$ cat config.mk
export PLATFORM = sky130hd
export DESIGN_NAME = fetch_unit
export DESIGN_NICKNAME = d
export VERILOG_FILES = /design/src/rtl/mips_pkg.sv /design/src/rtl/pc_reg.sv /design/src/rtl/fetch_unit.sv
export SDC_FILE = /design/constraint.sdc
export NUM_CORES = 1
export LEC_CHECK = 0
export ABC_AREA = 0
export CELL_PAD_IN_SITES_DETAIL_PLACEMENT = 0
export CELL_PAD_IN_SITES_GLOBAL_PLACEMENT = 1
export CORE_MARGIN = 1
export CORE_UTILIZATION = 34
export CTS_CLUSTER_SIZE = 28
export DETAILED_ROUTE_END_ITERATION = 8
export PLACE_DENSITY_LB_ADDON = 0.05
export SLEW_MARGIN = 20
export SYNTH_ARGS = -nofsm -noshare
export SYNTH_HDL_FRONTEND = slang
export SYNTH_SLANG_ARGS = --single-unit
$ cat constraint.sdc
create_clock -name clk -period 2 [get_ports clk]
set_input_delay 0.2 -clock clk [delete_from_list [all_inputs] [get_ports clk]]
set_output_delay 0.2 -clock clk [all_outputs]
set_load 0.005 [all_outputs]
$ cat src/rtl/mips_pkg.sv
// Shared types and constants for the MIPS-style fetch path.
// Holds the fetch FSM state encoding, reset PC and bus widths.
package mips_pkg;

    localparam int unsigned ADDR_W_DEF = 32;
    localparam int unsigned DATA_W     = 32;
    localparam logic [31:0] RESET_PC_DEF = 32'h0000_3000;

    typedef enum logic [1:0] {
        S_IDLE = 2'd0,
        S_REQ  = 2'd1,
        S_WAIT = 2'd2
    } fetch_state_e;

endpackage

$ cat src/rtl/pc_reg.sv
// Program counter with a one-deep pending write slot.
// Writes arriving during a fetch are parked until the fetch retires.
module pc_reg
    import mips_pkg::*;
#(
    parameter logic [31:0] RESET_PC = RESET_PC_DEF,
    parameter int unsigned ADDR_W   = ADDR_W_DEF
) (
    input  logic              clk,
    input  logic              rst_n,
    input  logic              i_pc_wr,
    input  logic [ADDR_W-1:0] i_npc,
    input  logic              i_busy,
    input  logic              i_done,
    output logic [ADDR_W-1:0] o_pc
);

    logic [ADDR_W-1:0] r_pc;
    logic [ADDR_W-1:0] r_pend;
    logic              r_pend_vld;

    always_ff @(posedge clk or negedge rst_n) begin
        if (!rst_n) begin
            r_pc       <= RESET_PC[ADDR_W-1:0];
            r_pend     <= '0;
            r_pend_vld <= 1'b0;
        end else if (!i_busy) begin
            if (i_pc_wr)
                r_pc <= i_npc;
        end else if (i_done) begin
            // A strobe on the retiring cycle is the newest value
            r_pend_vld <= 1'b0;
            if (i_pc_wr)
                r_pc <= i_npc;
            else if (r_pend_vld)
                r_pc <= r_pend;
        end else if (i_pc_wr) begin
            r_pend     <= i_npc;
            r_pend_vld <= 1'b1;
        end
    end

    assign o_pc = r_pc;

endmodule

$ cat src/rtl/fetch_unit.sv
// Instruction fetch FSM: IDLE -> REQ -> WAIT with a req/gnt/rvalid bus.
// Owns the instruction register; the PC lives in pc_reg.
module fetch_unit
    import mips_pkg::*;
#(
    parameter logic [31:0] RESET_PC = RESET_PC_DEF,
    parameter int unsigned ADDR_W   = ADDR_W_DEF
) (
    input  logic              clk,
    input  logic              rst_n,
    input  logic [ADDR_W-1:0] npc,
    input  logic              pc_wr,
    input  logic              fetch_start,
    output logic              imem_req,
    output logic [ADDR_W-1:0] imem_addr,
    input  logic              imem_gnt,
    input  logic              imem_rvalid,
    input  logic [DATA_W-1:0] imem_rdata,
    output logic [ADDR_W-1:0] pc,
    output logic [DATA_W-1:0] ir,
    output logic              ir_valid,
    output logic              busy,
    output logic              misalign
);

    fetch_state_e      r_state;
    logic              r_req;
    logic [ADDR_W-1:0] r_addr;
    logic [DATA_W-1:0] r_ir;
    logic              r_ir_valid;
    logic              r_misalign;

    logic [ADDR_W-1:0] w_pc;
    logic [ADDR_W-1:0] w_faddr;
    logic              w_misal;
    logic              w_busy;
    logic              w_done;

    assign w_faddr = pc_wr ? npc : w_pc;
    assign w_misal = |w_faddr[1:0];
    assign w_busy  = (r_state != S_IDLE);
    assign w_done  = (r_state == S_REQ && imem_gnt && imem_rvalid)
                   || (r_state == S_WAIT && imem_rvalid);

    pc_reg #(
        .RESET_PC (RESET_PC),
        .ADDR_W   (ADDR_W)
    ) u_pc_reg (
        .clk     (clk),
        .rst_n   (rst_n),
        .i_pc_wr (pc_wr),
        .i_npc   (npc),
        .i_busy  (w_busy),
        .i_done  (w_done),
        .o_pc    (w_pc)
    );

    always_ff @(posedge clk or negedge rst_n) begin
        if (!rst_n) begin
            r_state    <= S_IDLE;
            r_req      <= 1'b0;
            r_addr     <= '0;
            r_ir       <= '0;
            r_ir_valid <= 1'b0;
            r_misalign <= 1'b0;
        end else begin
            r_ir_valid <= 1'b0;
            r_misalign <= 1'b0;
            unique case (r_state)
                S_IDLE: begin
                    if (fetch_start && w_misal) begin
                        r_misalign <= 1'b1;
                    end else if (fetch_start) begin
                        r_state <= S_REQ;
                        r_req   <= 1'b1;
                        r_addr  <= w_faddr;
                    end
                end
                S_REQ: begin
                    if (imem_gnt) begin
                        r_req <= 1'b0;
                        if (imem_rvalid) begin
                            r_ir       <= imem_rdata;
                            r_ir_valid <= 1'b1;
                            r_state    <= S_IDLE;
                        end else begin
                            r_state <= S_WAIT;
                        end
                    end
                end
                S_WAIT: begin
                    if (imem_rvalid) begin
                        r_ir       <= imem_rdata;
                        r_ir_valid <= 1'b1;
                        r_state    <= S_IDLE;
                    end
                end
                default: begin
                    r_state <= S_IDLE;
                    r_req   <= 1'b0;
                end
            endcase
        end
    end

    assign imem_req  = r_req;
    assign imem_addr = r_addr;
    assign pc        = w_pc;
    assign ir        = r_ir;
    assign ir_valid  = r_ir_valid;
    assign busy      = w_busy;
    assign misalign  = r_misalign;

endmodule

==> run_results.csv <==
group,metric,value,unit
timing,period_needed,1940,ps
synth,ys_top_cells_by_count,"dfrtp_1, mux2_2, or3_1",
final_layout,syn2layout_area_growth,49.1,%
pwr,power.internal,9.93,mW
timing,fin_hold_ws,260,ps
pwr,p_clk_frac,0.227,
worst_setup_path,critPathMaxStageDelay,510,ps
clock_network,clk_pin_slew,60,ps
timing,setup_viol,0,
timing,hold_viol,0,
detailed_routing,wire_per_inst,17.8,um
synth,synthesis.area,5830,um^2
floorplanning,rows,47,
timing,worst_pin_slew,447,ps
detailed_routing,wl,14700,um
pwr,seqPwrFrac,0.351,
detailed_routing,vias,4150,
global_routing,grt_pass1_wl,24700,um
floorplanning,die-area,17700,um^2
synth,ys_warn_count,0,
synth,ys_ff_latch,134,
timing,max_freq,515,MHz
synth,synth-edff-count,0,
detailed_routing,drt-initial-drc-count,134,
final_layout,diodes,0,
synth,ys_types,40,
pwr,swShare,0.289,
final_layout,fin_util,0.522,
synth,synthTopCellsByArea,"dfrtp_1, mux2_2, o221a_1",
timing,period_share,0.971,
floorplanning,die-width,133,um
pwr,p_leak,3.47,nW
clock_network,clk_latency,420,ps
clock_network,clock_sinks,134,
global_routing,grt-ovfl-total,0,
synth,ys_async_sr_fraction,1.00,
floorplanning,fp.dieH,133,um
job,maxCapViolCount,0,
clock_network,root_buffer,"clkbuf_16",
synth,synthCells,401,
detailed_routing,drt-pass1-iter-count,4,
placed_design,dpl.cell_count,792,
global_routing,grt_pass1_vias,4576,
worst_setup_path,crit_path_end_kind,"flop",
clock_network,cts_tree,"done",
synth,synth_nets,474,
synth,synth_top_area_frac,0.567,
status,run_status,"finished clean",
worst_setup_path,critPathSlowestCell,"or4b_4",
global_routing,grt_use_total,0.182,
worst_setup_path,critPathBufInv,2,
global_routing,grt_start_max_net_pins,44,
timing,fin_skew,4.89,ps
floorplanning,ios,170,
placed_design,portBuffers,169,
timing,slew_violations,0,
floorplanning,core,16600,um^2
worst_setup_path,critPathKind,"reg2reg",
worst_setup_path,crit_required,2290,ps
final_layout,final_nets,669,
final_layout,stdcell_count,828,
worst_setup_path,crit_path_cell_trace,"inv_1, ha_2, nand2b_1, or4b_4, buf_6, o221a_1",
synth,synth_top_area_cell,"dfrtp_1",
global_routing,antenna_found_initial,0,
placed_design,post-dp-hpwl,10100,um
placed_design,globalplace.congestion,0.729,
final_layout,nFillCells,1420,
final_layout,drive_gt1_frac,0.331,
pwr,combinationalPowerShare,0.422,
clock_network,htree_num_levels,4,
pwr,power.switching,4.03,mW
detailed_routing,drc,0,
timing,rsz0062_at_grt,"no",
synth,ys_seq_area_frac,0.576,
clock_network,clk_path_buf_depth,2,
detailed_routing,ant_nets,0,
synth,synth-main-ff-cell,"dfrtp_1",
clock_network,cts_buffers,17,
worst_setup_path,worstPathMaxFanout,19,
pwr,p_per_area,1610,nW/um^2
floorplanning,initial_core_util,0.350,
detailed_routing,viasPerCell,5.01,
worst_setup_path,path_delay_family,"simple AND/OR/NAND/NOR gates",
worst_setup_path,cp.arrival,2230,ps
worst_setup_path,cp-start-kind,"flop",
timing,max_slew_margin,0.694,
synth,synth.most_common_cell,"dfrtp_1",
pwr,max-vdd-ir-drop,0.918,mV
hold_path,hp-class,"in2async",
synth,avgSynthCellArea,14.5,um^2
## what timing repair did
action,4_1_cts,5_1_grt
pin swaps,0,1
endpoints found under the setup margin,64,27
gates resized for setup,8,7
buffers inserted,4,0
hold buffers,1,0
endpoints found under the hold margin,37,0
## metrics by stage
| step | total power, mW | cell area [um^2] | worst slack (ps) | TNS (ps) |
|---|---|---|---|---|
| floorplan | 7.41 | 5830 | 103 | 0 |
| global placement | 10.5 | 7980 | -144 | -5550 |
| detailed placement | 10.7 | 7980 | -139 | -5800 |
| CTS | 14.1 | 8650 | 12.6 | 0 |
| global route | 14.9 | 8680 | 2.69 | 0 |
| finish | 14.0 | 8680 | 59.0 | 0 |
## flip-flops by register name (all words and copies together), names as in the netlist
name                 flops
r_state                  2
ir_valid                 1
u_pc_reg.r_pend_vld      1
imem_req                 1
u_pc_reg.r_pend         32
ir                      32
imem_addr               32
misalign                 1
u_pc_reg.o_pc           32
## power by group through the flow
stage          combinational (mW)  sequential [mW]  clock, mW
6_report                     5.90             4.89       3.17
3_3_place_gp                 5.68             4.85          0
2_1_floorplan                2.58             4.83          0
5_1_grt                      6.41             5.09       3.38
4_1_cts                      5.96             4.90       3.28
3_5_place_dp                 5.79             4.91          0
## layer usage
layer,routed length [um],global-route usage
met1,6510,0.230
met2,6900,0.283
met3,1150,0.0716
met4,167,0.0613
met5,0,0
## worst paths after layout
path,from,to,slack (ps),cells past startpoint
max reg2reg,r_state[0],u_pc_reg.o_pc[11],60,6
min reg2reg,u_pc_reg.r_pend[30],u_pc_reg.r_pend[30],490,1
max in group asynchronous,rst_n,u_pc_reg.o_pc[12],1050,3
min,rst_n,imem_addr[23],260,2
min in group clk,pc_wr,r_state[0],280,4
max,r_state[0],u_pc_reg.o_pc[11],60,6
## layout by cell type, fill, tap and decap left out, drive strengths merged, types with 2 or more instances in the layout
cell type      netlist  routed
nor3b                2       2
inv                  5       5
nand2b               3       3
a211oi               3       3
clkinv               0       4
nor2                 3       3
a31oi                3       3
ha                   3       3
nor2b                4       4
and3                 2       2
mux2               125     125
dfrtp              132     132
bufinv               0       3
clkbuf               9      22
clkinvlp             0       2
clkdlybuf4s50        0     166
o21ai                2       2
or3                 33      33
o221a               31      31
dfstp                2       2
a21oi                3       3
nor3                 2       2
buf                 19      36
nand2                2       2
## logic make-up (layout without fill, tap and decap cells)
group | Yosys count | in the layout | share of synthesized area
buf+inv | 33 | 240 | 0.0309
fa+ha+maj | 3 | 3 | 0.00644
compound gates | 49 | 49 | 0.0840
mux | 125 | 125 | 0.242
simple gates | 57 | 57 | 0.0610
flops | 134 | 134 | 0.576
## worst register-to-register path: cells and delay by family, from the launching register on
| family | cells | cell delay (ps) |
|---|---|---|
| fa+ha+maj | 1 | 220 |
| compound gates | 1 | 270 |
| buf+inv | 2 | 290 |
| flops | 1 | 350 |
| simple gates | 2 | 690 |
## final cells by class
type | instances | area [um^2] | area share
Sequential cell | 134 | 3360 | 0.386
Multi-Input combinational cell | 234 | 2370 | 0.273
Clock inverter | 9 | 125 | 0.0144
Tap cell | 220 | 275 | 0.0317
Inverter | 5 | 18.8 | 0.00216
Clock buffer | 22 | 474 | 0.0546
Timing Repair Buffer | 204 | 2060 | 0.237
No activity file was read; power rests on OpenSTA's default activity.
==> variant 1: new RTL, same settings <==
The package constant `DATA_W` goes from 32 to 16.
--- a/src/rtl/mips_pkg.sv
+++ b/src/rtl/mips_pkg.sv
@@ -3,7 +3,7 @@
 package mips_pkg;
 
     localparam int unsigned ADDR_W_DEF = 32;
-    localparam int unsigned DATA_W     = 32;
+    localparam int unsigned DATA_W     = 16;
     localparam logic [31:0] RESET_PC_DEF = 32'h0000_3000;
 
     typedef enum logic [1:0] {
Ports: changed (resized imem_rdata and ir); port bits go from 170 to 138. No check against the original RTL was run, so the function may have changed too.
==> variant 1 against the original RTL <==
Sequential cell count is 16 lower. Setup slack worse by 23 ps. Total power is 8.7% lower. Sequential power is 12% lower. Wire length is 9.2% lower. Clock power is 2% higher. Largest power group unchanged. Final area is 11% lower. Area after synthesis is 10% lower. Combinational power is 11% lower. Critical path type unchanged.
==> variant 1: results (changes against the original RTL) <==
synth.mux.area_fraction_pct: 23.4  # -0.72 points
finClkSkew_ps: 6.66  # +1.78 ps
critical-path-slowest-cell: "dfrtp_1"
max_stage_delay_ps: 390  # -120 ps
final_cells: 725  # -12%
path_delay_family: "buffers and inverters"
grt_pass1_vias: 3946  # -14%
placedCellCount: 687  # -13%
status: "complete, no violations"
yosys-top-cells-count: "dfrtp_1, mux2_2, or3_1"
p_leak_nw: 3.10  # -11%
power.share.clock_pct: 25.3  # +2.6 points
post-place-ws_ps: -103  # +36.0 ps
via_count: 3723  # -10%
synth_compound_area_share_pct: 9.35  # +0.95 points
dp_hpwl_um: 8710  # -14%
synthTopCellsByArea: "dfrtp_1, mux2_2, o221a_1"
port_buffers: 137  # -19%
fin_nets: 585  # -13%
grt_max_degree: 61  # +39%
ir_drop_v: 0.000656  # -29%
fillers: 1302  # -8.3%
synth_fa_ha_area_share_pct: 0.717  # +0.073 points
avgRoutedWirePerCell_um: 18.5  # +3.8%
p_sw_mw: 3.66  # -9.1%
intPower_mw: 9.08  # -8.6%
track_usage_pct: 17.9  # -0.26 points
syn_nets: 424  # -11%
## variant 1: cell count changes after synthesis
cell     before  now
dfrtp_1     132  116
buf_2         9    7
mux2_2      120  104
## variant 1: final timing paths
| path | slack [ps] | cells after the start | end | start |
|---|---|---|---|---|
| setup / recovery | 40 | 7 | u_pc_reg.r_pend[30]$_DFFE_PN0P_ | r_state[0]$_DFFE_PN0P_ |
| hold / removal | 180 | 2 | r_state[1]$_DFFE_PN0P_ | rst_n |
| setup reg to reg | 40 | 7 | u_pc_reg.r_pend[30]$_DFFE_PN0P_ | r_state[0]$_DFFE_PN0P_ |
| hold reg to reg | 480 | 1 | imem_addr[30]$_DFFE_PN0P_ | imem_addr[30]$_DFFE_PN0P_ |
| max in group asynchronous | 1220 | 3 | u_pc_reg.o_pc[13]$_DFFE_PN1P_ | rst_n |
| min in group clk | 360 | 3 | imem_addr[10]$_DFFE_PN0P_ | pc_wr |
## variant 1: area by class of cell
type | instances | area, um^2 | share of cell area (%)
clock buffers | 22 | 474 | 6.12
clock inverters | 10 | 150 | 1.94
inverters | 5 | 18.8 | 0.242
multi-input cells | 218 | 2190 | 28.3
flip-flops and latches | 118 | 2960 | 38.1
well taps | 184 | 230 | 2.97
repair buffers | 168 | 1730 | 22.3
## variant 1: cells by family after synthesis
kind of cell    count (synthesis)
buf+inv                        31
mux                           109
simple gates                   57
compound gates                 49
flops                         118
fa+ha+maj                       3
## variant 1: repair_timing
item | in CTS | in global routing
endpoints found under the hold margin | 116 | 0
endpoints found under the setup margin | 34 | 84
hold buffers | 1 | 0
gates cloned | 0 | 1
pin swaps | 0 | 2
setup buffers | 1 | 3
gates resized for setup | 3 | 10
## variant 1: per-layer routing
metal	track usage (%)	routed length, um
met2	29.3	6610
met4	5.46	108
met3	5.86	611
met5	0	0
met1	22.6	6050
==> variant 2: new RTL, same settings <==
Without the edit above. Encoding of `fetch_state_e`: now one-hot (3 bits for 3 states).
--- a/src/rtl/mips_pkg.sv
+++ b/src/rtl/mips_pkg.sv
@@ -6,10 +6,10 @@
     localparam int unsigned DATA_W     = 32;
     localparam logic [31:0] RESET_PC_DEF = 32'h0000_3000;
 
-    typedef enum logic [1:0] {
-        S_IDLE = 2'd0,
-        S_REQ  = 2'd1,
-        S_WAIT = 2'd2
+    typedef enum logic [2:0] {
+        S_IDLE = 3'b001,
+        S_REQ  = 3'b010,
+        S_WAIT = 3'b100
     } fetch_state_e;
 
 endpackage
Check against the original RTL: no difference found for any inputs over 4 cycles, from zero or initial values and one cycle with rst_n low; so few cycles prove little.
==> variant 2 against the original RTL <==
Area after synthesis up 0.75%. Non-clock buffer count down 7. Final area down 1.9%. Worst hold slack worse by 87 ps. Clock skew up 1.6 ps. Maximum frequency up 7.3%. Setup slack better by 130 ps. Sequential cell count up 1. Wire length up 2.1%. Utilization down 1.2 points. Global-route usage down 0.38 points. Sequential share of layout area up 1.0 points. Final cell count up 8.7%.
Power is not compared: it rests on default switching activity, and its combinational part moved more than twofold at a synthesized area within 25%.
==> variant 2: results (changes against the original RTL) <==
status: "complete, no violations"
maxCapViolCount: 0  # unchanged
yosys_warnings: 0  # unchanged
placedCellCount: 866  # +9.3%
cts_root_buf: "clkbuf_16"
clockBufferDepth: 2  # unchanged
grt_pass1_wl_um: 24700  # about the same
final_cells: 900  # +8.7%
fillers: 1492  # +5.1%
finClkSkew_ps: 6.48  # +1.59 ps
numCtsBuffers: 17  # unchanged
port_buffers: 169  # unchanged
yosysSeqAreaShare_pct: 57.6  # about the same
avgRoutedWirePerCell_um: 16.7  # -6.1%
drt-pass1-iter-count: 5  # +1
dp_hpwl_um: 10300  # +1.9%
remaining_drc_errors: 0  # unchanged
cp_max_fo: 19  # unchanged
ys.flop_type: "dfrtp_1"
layout-drive-gt1-share_pct: 15.0  # -18 points
hp-class: "in -> reg"
setup_viol: 0  # unchanged
insertedDiodeCount: 0  # unchanged
drt_iter0_drc: 190  # +42%
gp_congestion: 0.751  # +3.0%
track_usage_pct: 17.8  # -0.38 points
placedInstanceArea_mm2: 0.00791  # -0.91%
grt_max_degree: 52  # +18%
syn_nets: 560  # +18%
h-tree-depth: 4  # unchanged
via_count: 4517  # +8.8%
ir_drop_v: 0.000596
r2r_cells: 5  # -1
maxSlewHeadroom_pct: 56.0  # -13 points
clkTransAtPathRegs_ps: 50
yosys-top-cells-count: "dfrtp_1, nor3_1, mux2_2, nor2_1"
worstPathArrival_ps: 2100  # -130 ps
p_leak_nw: 3.66
grt_pass1_vias: 4737  # +3.5%
async_flop_share_pct: 100  # unchanged
syn_inst: 490  # +22%
synth.distinct_cells: 34  # -15%
insertion_delay_ps: 410
antenna_found_initial: 0  # unchanged
hold_depth: 2
synthTopCellsByArea: "dfrtp_1, mux2_2, o221a_1"
fin_nets: 737  # +10%
[variant 2: changes by cell type in the layout (fill, tap and decap cells not counted), moves of 3 or more]
cell / delta
mux2_2: -86
mux2i_1: +30
nand2b_1: -3
mux2_1: +25
nor2b_1: -3
a31oi_1: -3
nor2_1: +31
a211oi_4: -3
nand2_1: +31
or3_1: -32
buf_6: -3
nor3_1: +33
o21ai_0: +29
a21oi_1: +32
[variant 2: metal layers]
layer | wire length [um] | up-vias | GRT usage [%]
met4 | 196 | 0 | 6.69
met2 | 7090 | 103 | 28.7
met5 | 0 | - | 0
met3 | 670 | 15 | 4.07
met1 | 7070 | 2269 | 23.4
li1 | - | 2130 | -
[variant 2: critical path, cell delays in order (launching register included)]
cell,delay (ps)
dfrtp_1,450
and2b_1,240
o221a_2,280
or2_1,230
buf_4,220
o221a_1,280
[variant 2: repair_timing]
action / 4_1_cts / 5_1_grt
setup buffers: 1 / 0
setup endpoints to repair: 1 / 0
hold buffers: 1 / 0
endpoints found under the hold margin: 39 / 0
gates resized for setup: 3 / 0
[variant 2: worst paths after layout]
path,start,endpoint,slack [ps]
min in group asynchronous,rst_n,imem_addr[9]$_DFFE_PN0P_,290
max in group asynchronous,rst_n,r_state[0]$_DFFE_PN1P_,1080
max reg2reg,r_state[2]$_DFFE_PN0P_,u_pc_reg.o_pc[25]$_DFFE_PN0P_,190
min reg2reg,imem_addr[5]$_DFFE_PN0P_,imem_addr[5]$_DFFE_PN0P_,480
max,r_state[2]$_DFFE_PN0P_,u_pc_reg.o_pc[25]$_DFFE_PN0P_,190
min,pc_wr,u_pc_reg.o_pc[3]$_DFFE_PN0P_,170
[variant 2: report_power, final]
group	leakage [nW]	internal [mW]	switching [mW]	total, mW
clock	0.292	1.95	1.14	3.09
sequential	1.66	3.54	0.506	4.05
combinational	1.71	1.55	0.904	2.45
total	3.66	7.05	2.55	9.59
[variant 2: cell families (layout without fill, tap and decap cells)]
family	count (synthesis)	after routing	synth area share, %
compound gates	104	104	12.8
buf+inv	45	235	3.69
flops	135	135	57.6
mux	94	94	17.4
simple gates	112	112	8.53
[variant 2: layout make-up]
cell class	instances	area (um^2)	share of cell area (%)
timing repair buffer	197	1960	23.1
clock buffer	23	488	5.73
clock inverter	9	97.6	1.15
tap	220	275	3.23
multi-input combinational	310	2290	26.9
inverter	6	25.0	0.294
sequential	135	3380	39.7
[variant 2: per-stage QoR]
stage	utilization, %	worst slack (ps)	hold WS, ps
after floorplan	-	218	-95.6
after global placement	47.4	95.8	166
after detailed placement	47.4	54.4	169
after CTS	51.0	167	153
after global routing	51.0	64.7	166
final	51.0	191	173
